### config.mk
export PLATFORM = sky130hd
export DESIGN_NAME = tour_cmd
export DESIGN_NICKNAME = d
export VERILOG_FILES = /design/src/rtl/tour_cmd.sv
export SDC_FILE = /design/constraint.sdc
export NUM_CORES = 1
export LEC_CHECK = 0
export BUFFER_PORTS_ARGS = -buffer_cell sky130_fd_sc_hd__buf_2
export CELL_PAD_IN_SITES_DETAIL_PLACEMENT = 1
export CELL_PAD_IN_SITES_GLOBAL_PLACEMENT = 1
export CORE_UTILIZATION = 27
export DETAILED_ROUTE_END_ITERATION = 8
export PLACE_DENSITY = 0.77
export SYNTH_ARGS = -nofsm -noshare
export SYNTH_HDL_FRONTEND = slang
export SYNTH_SLANG_ARGS = --single-unit
### constraint.sdc
create_clock -name clk -period 2.28 [get_ports clk]
set_input_delay 0.228 -clock clk [delete_from_list [all_inputs] [get_ports clk]]
set_output_delay 0.228 -clock clk [all_outputs]
set_load 0.03 [all_outputs]
### src/rtl/tour_cmd.sv
// -----------------------------------------------------------------------------
// tour_cmd
//   Turns the solved knight's-tour move list into motion commands.
//   Each L-shaped move becomes two commands: a vertical leg (OPC_MOVE), then a
//   horizontal leg (OPC_FANFARE). Both are handed to the command processor with
//   a cmd_rdy / clr_cmd_rdy handshake and a send_resp completion. When no tour
//   is running, the UART command path passes straight through.
//
// Ports
//   clk, rst_n      clock, asynchronous active-low reset
//   start_tour      pulse that starts playback of a solved tour
//   move[7:0]       one-hot move from the solver, read at mv_indx
//   mv_indx[4:0]    index of the move currently being issued
//   cmd_UART[15:0]  UART command, forwarded while idle
//   cmd_rdy_UART    UART command valid, forwarded while idle
//   cmd[15:0]       {opcode[3:0], heading[7:0], squares[3:0]}
//   cmd_rdy         cmd valid
//   clr_cmd_rdy     command processor has taken cmd
//   send_resp       command processor has finished cmd
//   resp[7:0]       8'hA5 idle/done, 8'h5A tour leg acknowledged
// -----------------------------------------------------------------------------
module tour_cmd #(
    parameter int          LAST_INDX   = 23,
    parameter logic [3:0]  OPC_MOVE    = 4'h2,
    parameter logic [3:0]  OPC_FANFARE = 4'h3
) (
    input  logic        clk,
    input  logic        rst_n,
    input  logic        start_tour,
    input  logic [7:0]  move,
    output logic [4:0]  mv_indx,
    input  logic [15:0] cmd_UART,
    input  logic        cmd_rdy_UART,
    output logic [15:0] cmd,
    output logic        cmd_rdy,
    input  logic        clr_cmd_rdy,
    input  logic        send_resp,
    output logic [7:0]  resp
);

    localparam logic [4:0] LAST    = 5'(LAST_INDX);
    localparam logic [7:0] H_NORTH = 8'h00;
    localparam logic [7:0] H_WEST  = 8'h3F;
    localparam logic [7:0] H_SOUTH = 8'h7F;
    localparam logic [7:0] H_EAST  = 8'hBF;
    localparam logic [7:0] RESP_DONE = 8'hA5;
    localparam logic [7:0] RESP_ACK  = 8'h5A;

    typedef enum logic [2:0] {IDLE, VERT, WAIT_V, HORZ, WAIT_H} state_t;

    state_t     r_state;
    logic [4:0] r_mv_indx;

    logic [7:0] w_v_head, w_h_head;
    logic [3:0] w_v_sq,   w_h_sq;

    // Sequencing: only the state the block is waiting in reacts to
    // clr_cmd_rdy / send_resp; anything else is dropped.
    always_ff @(posedge clk or negedge rst_n) begin
        if (!rst_n) begin
            r_state   <= IDLE;
            r_mv_indx <= '0;
        end else begin
            case (r_state)
                IDLE: if (start_tour) begin
                    r_state   <= VERT;
                    r_mv_indx <= '0;
                end
                VERT:   if (clr_cmd_rdy) r_state <= WAIT_V;
                WAIT_V: if (send_resp)   r_state <= HORZ;
                HORZ:   if (clr_cmd_rdy) r_state <= WAIT_H;
                WAIT_H: if (send_resp) begin
                    if (r_mv_indx == LAST) begin
                        r_state <= IDLE;
                    end else begin
                        r_state   <= VERT;
                        r_mv_indx <= r_mv_indx + 5'd1;
                    end
                end
                default: r_state <= IDLE;
            endcase
        end
    end

    // Move decode. Lowest set bit wins; an empty move decodes to two
    // zero-length northward legs so playback still advances.
    always_comb begin
        w_v_head = H_NORTH; w_v_sq = 4'd0;
        w_h_head = H_NORTH; w_h_sq = 4'd0;
        if (move[0]) begin        // (+1,+2)
            w_v_head = H_NORTH; w_v_sq = 4'd2; w_h_head = H_EAST; w_h_sq = 4'd1;
        end else if (move[1]) begin // (-1,+2)
            w_v_head = H_NORTH; w_v_sq = 4'd2; w_h_head = H_WEST; w_h_sq = 4'd1;
        end else if (move[2]) begin // (-2,+1)
            w_v_head = H_NORTH; w_v_sq = 4'd1; w_h_head = H_WEST; w_h_sq = 4'd2;
        end else if (move[3]) begin // (-2,-1)
            w_v_head = H_SOUTH; w_v_sq = 4'd1; w_h_head = H_WEST; w_h_sq = 4'd2;
        end else if (move[4]) begin // (-1,-2)
            w_v_head = H_SOUTH; w_v_sq = 4'd2; w_h_head = H_WEST; w_h_sq = 4'd1;
        end else if (move[5]) begin // (+1,-2)
            w_v_head = H_SOUTH; w_v_sq = 4'd2; w_h_head = H_EAST; w_h_sq = 4'd1;
        end else if (move[6]) begin // (+2,-1)
            w_v_head = H_SOUTH; w_v_sq = 4'd1; w_h_head = H_EAST; w_h_sq = 4'd2;
        end else if (move[7]) begin // (+2,+1)
            w_v_head = H_NORTH; w_v_sq = 4'd1; w_h_head = H_EAST; w_h_sq = 4'd2;
        end
    end

    // Outputs are decoded from the state register. The move itself is not
    // latched: the solver holds it steady while mv_indx is unchanged, and the
    // idle pass-through has to be combinational anyway.
    always_comb begin
        cmd     = cmd_UART;
        cmd_rdy = cmd_rdy_UART;
        resp    = RESP_DONE;
        case (r_state)
            VERT: begin
                cmd = {OPC_MOVE, w_v_head, w_v_sq}; cmd_rdy = 1'b1; resp = RESP_ACK;
            end
            WAIT_V: begin
                cmd = {OPC_MOVE, w_v_head, w_v_sq}; cmd_rdy = 1'b0; resp = RESP_ACK;
            end
            HORZ: begin
                cmd = {OPC_FANFARE, w_h_head, w_h_sq}; cmd_rdy = 1'b1; resp = RESP_ACK;
            end
            WAIT_H: begin
                cmd     = {OPC_FANFARE, w_h_head, w_h_sq};
                cmd_rdy = 1'b0;
                // The final leg reports tour completion instead of an ack.
                resp    = (r_mv_indx == LAST) ? RESP_DONE : RESP_ACK;
            end
            default: ;
        endcase
    end

    assign mv_indx = r_mv_indx;

endmodule

[Yosys cells after proc, flatten, opt, wreduce, memory -nomap -nowiden]
Cells that the tools add are included.
Operators by class
  add/sub/neg operators: 1
  equality and inequality tests: 11
  reductions and logical operators: 9
  multiplexer cells: 46
Operator list (count)
  8-bit two-way mux: 9
  7-bit two-way mux: 7
  16-bit case mux with 2 select lines: 1
  2-bit two-way mux: 14
  8-bit case mux with 2 select lines: 1
  3-bit two-way mux: 5
  5-bit two-way mux: 3
  3-bit case mux with 5 select lines: 1
  2-bit != test, second input constant: 6
  5-bit case mux with 2 select lines: 1
  2-bit OR reduction: 4
  3-bit by 2-bit == test with 1-bit output, second input constant: 2
  5-bit by 1-bit adder with 5-bit output, second input constant: 1
  5-bit == test, second input constant: 1
  5-bit AND reduction: 1
  4-bit AND reduction: 1
  3-bit by 1-bit == test with 1-bit output, second input constant: 1
  3-bit == test, second input constant: 1
  3-bit zero test: 1
  1-bit two-way mux: 3
  3-bit OR reduction: 1
  1-bit case mux with 2 select lines: 1
  2-bit nonzero test: 1
Word-level totals
  output and inout port bits: 30
  input bits: 30
  bits in registers: 8

[Depth between registers and ports, before layout]
  word-level depth: 9
  mapped depth: 7
  mapped depth without buffers: 6

[Worst setup path before layout]
No wires, ideal clock.
  path type: in2out
  from: in move[3]
  to: out cmd[1]
  arrival time: 1997 ps
  stages on the path: 3
  path slack: 55 ps
  required time: 2052 ps
  path through: o31ai_1 > mux2i_1 > o311ai_0
Between the ends
  cells in the longest elaborated chain, start to end: 5
Ends and longest elaborated chain
  start: declaration: RTL line 30  | input logic [7:0] move,
  2-bit two-way mux: RTL line 96  | end else if (move[3]) begin
  2-bit two-way mux: RTL line 94  | end else if (move[2]) begin
  2-bit two-way mux: RTL line 92  | end else if (move[1]) begin
  2-bit two-way mux: RTL line 90  | if (move[0]) begin
  16-bit case mux with 2 select lines *: RTL line 116  | case (r_state)
  end: declaration: RTL line 34  | output logic [15:0] cmd,
Mark *: on every way between the ends. The rest lies on a longest branch, timed or not.

[Final worst setup path]
  from: reg r_state[2]
  to: out cmd[9]
Between the ends
  cells in the longest elaborated chain, start to end: 3
Ends and longest elaborated chain
  start: declaration: RTL line 51  | state_t r_state;
  start signal: assignment: RTL line 61  | r_state <= IDLE;
  start signal: assignment: RTL line 66  | r_state <= VERT;
  start signal: assignment: RTL line 69  | VERT: if (clr_cmd_rdy) r_state <= WAIT_V;
  3-bit == test, or another cell as far along: RTL line 116
  2-bit OR reduction (no line)
  16-bit case mux with 2 select lines *: RTL line 116
Marked as above.

==> metrics.md <==
| Metric | Value |
|---|---|
| Post-detailed-route DRC marker count | 0 |
| Post-DP HPWL | 2.29 mm |
| Max-cap viol count | 0 |
| Critical path type | reg2out |
| Slowest stage cell, crit path | dfrtp_1 |
| Post-placement worst setup slack | about 0.25 ns |
| Final Hold Violating Endpoints | 0 |
| Wire per inst | about 13 µm |
| Slew at the pin closest to its max-slew limit | between 0.6 and 0.7 ns |
| Antenna-violating nets left | 0 |
| Die outline height | roughly 59 µm |
| Synth warn | 0 |
| Grt ovf | 0 |
| Required time at the worst-slack endpoint | roughly 2 ns |
| Horiz. Die Dim | roughly 60 µm |
| Max Buffers Root-to-Sink | 2 |
| Fin Setup TNS | 0 ns |
| Sequential share of the synthesized area | ~23% |
| Detailed-route via count | about 1.1k |
| Share of synthesized flip-flops with an asynchronous set or reset | 100% |
| Master cell of the clock root buffer | clkbuf_4 |
| Element type at the critical path end | output port |
| Clock latency on the worst-skew pair | about 0.25 ns |
| Placeable core region | slightly above 3000 µm² |
| Synthesized netlist net count | approximately 150 |
| Hold crit path type | in2reg |
| Number of synthesized register bits | 8 |
| Maximum fanout along the worst path | 15 |
| Area of the mapped netlist | roughly 880 µm² |
| Depth of the CTS H-tree | 1 |
| Clock sink count | 8 |
| Pin count of the biggest net entering global routing | 16 |
| Effective utilization at floorplan | about 29% |
| Critical path arrival | 1.90 ns |
| Nets@finish | approximately 200 |
| Wire length of the first global-routing pass | roughly 4.4 mm |
| Power consumption | 2.01 mW |
| # IOs | 60 |
| GR Util All Layers | between 10% and 20% |
| Area growth, synth to finish | 35.5% |
| Minimum period implied by the final worst setup slack | approximately 2.1 ns |
| Highest achievable clock rate | roughly 470 MHz |
| Final core utilization | roughly 40% |
| Rows | 20 |
| Total of buffers placed on input and output ports | between 50 and 60 |
| Number of violations reported at the end of detailed-routing iteration 0 | 19 |
| Count of cell types in the netlist | 37 |
| Fin crit share | ~93% |
| Max transition margin | a little under three fifths |
| Number of pins with negative max-slew slack in the final report | 0 |
| Antenna Diode Count | 0 |
| Routability cong. | about 0.8 |
| Top FF cell, synth | dfrtp_1 |
| Sum of routed wire length over all layers | approximately 2.7 mm |
| Result of the run | finished, final reports clean |
| Number of cells produced by synthesis | between 100 and 150 |
| Worst voltage drop across the vdd grid | 0.756 mV |
| Cells along the critical path | nor4_1, nand4_1, a21bo_2, a21o_1, buf_2 |
| CTS tree | built |
| Number of filler cells placed in the layout | around 400 |
| Post-CTS setup-driven buffer insertion count | 0 |
| Clock input transition at the sequential cells of the worst setup and hold paths | approximately 0.060 ns |
| Leakage Power | 0.672 nW |
| Synthesized area divided by synthesized cell count | about 7.6 µm² |
| Layout Skew | 0.00371 ns |
| Setup violation total in the final timing report | 0 |
| Cell Pwr Density | between 1500 and 2000 nW/µm² |
| Number of buffers inserted during clock tree synthesis | 3 |
| Post-Layout Inst Area | between 1000 and 1500 µm² |
| Number of antenna violations at the first check in global routing | 0 |
| Element type at the critical path start | flop |
| Detailed-routing iteration count for the pre-antenna-repair pass | 4 |
| Fraction of layout cells with a size suffix above 1 | 42.1% |
| Per-cell via count in the routed design | between 4 and 5 |
| Setup repair after global routing missed its margin | false |
| Number of global-route vias before repair | around 1.0k |
| Placement-stage cell area | approximately 1200 µm² |
| Die area | 3510 µm² |
| Number of synthesized flops with an enable pin | 0 |
| Delay of the slowest critical-path stage | between 0.5 and 0.6 ns |
| Worst setup margin | approximately 0.15 ns |
-- sequential cells by signal (all words and copies together), names as in the netlist --
signal	flops
r_state	3
mv_indx	5
-- per-layer routing --
metal / vias to the layer above / track usage, % / wire length [µm]
li1: 524 / - / -
met1: 504 / 20.6 / 1160
met2: 19 / 28.9 / 1480
met3: 4 / 0.873 / 54
met4: 0 / 5.44 / 37
met5: - / 0 / 0
-- layout by cell type, fill, tap and decap left out, drive strengths merged, types with 4 or more instances in the layout --
cell,instances
a21o,8
a22o,6
and2,5
buf,64
dfrtp,8
nand2,19
nand3,4
nor2,7
nor4,4
o21ai,10
-- critical path, delay by kind of cell, from the launching register on --
kind	cells	cell delay [ns]
flip-flops	1	0.57
AND/OR/NAND/NOR	2	0.51
AO/OA/AOI/OAI	2	0.38
buffers and inverters	1	0.19
-- cell families after synthesis --
group | synth area share [%]
AND/OR/NAND/NOR | 28.9
AO/OA/AOI/OAI | 28.6
buffers and inverters | 14.1
flip-flops | 22.6
XOR/XNOR | 1.98
multiplexers | 2.40
adder cells (fa/ha/maj) | 1.41
-- cell type report --
| cell class | count | area (µm²) | area share [%] |
|---|---|---|---|
| Timing Repair Buffer | 65 | 343 | 28.6 |
| Multi-Input combinational cell | 92 | 567 | 47.3 |
| Tap cell | 44 | 55.1 | 4.59 |
| Inverter | 3 | 11.3 | 0.939 |
| Clock buffer | 3 | 22.5 | 1.88 |
| Sequential cell | 8 | 200 | 16.7 |
-- worst paths after layout --
| path | cells after the start | slack [ns] | to | from |
|---|---|---|---|---|
| max in group asynchronous | 2 | 1.77 | r_state[0] | rst_n |
| worst max-delay path | 5 | 0.15 | cmd[9] | r_state[2] |
| worst max register to register | 6 | 0.48 | mv_indx[2] | mv_indx[0] |
| worst min-delay path | 2 | 0.17 | r_state[0] | clr_cmd_rdy |
| worst min register to register | 1 | 0.60 | mv_indx[4] | mv_indx[4] |
| min in group asynchronous | 2 | 0.34 | mv_indx[0] | rst_n |
-- synth_stat cells (3+ instances only) --
library cell  number  share of area [%]
nor2_1             7                3.0
o21ai_0           10                5.7
and2_1             5                3.5
nand2b_1           3                2.1
dfrtp_1            8                 23
a21o_1             8                6.8
buf_4              7                5.9
inv_1              3                1.3
nand3_1            4                2.3
nor4_1             4                2.8
a22o_1             5                5.0
buf_6              5                6.4
nand2_1           19                8.1
-- timing repair --
action | CTS | global route
endpoints found under the setup margin | 9 | 6
gates resized for setup | 1 | 1
cloned | 0 | 0
endpoints found under the hold margin | 8 | 0
hold buffers | 1 | 0
-- stage by stage --
| step | hold slack [ns] | instances |
|---|---|---|
| final | 0.173 | 215 |
| after global placement | 0.0768 | 211 |
| after detailed placement | 0.0858 | 211 |
| after CTS | 0.170 | 215 |
| after global routing | 0.171 | 215 |
| after floorplan | -0.0676 | 116 |
-- power breakdown --
group	switching [mW]	internal, mW
Combinational	1.16	0.521
Sequential	0.0429	0.173
Clock	0.0510	0.0605
Power figures use the tool's default switching activity.
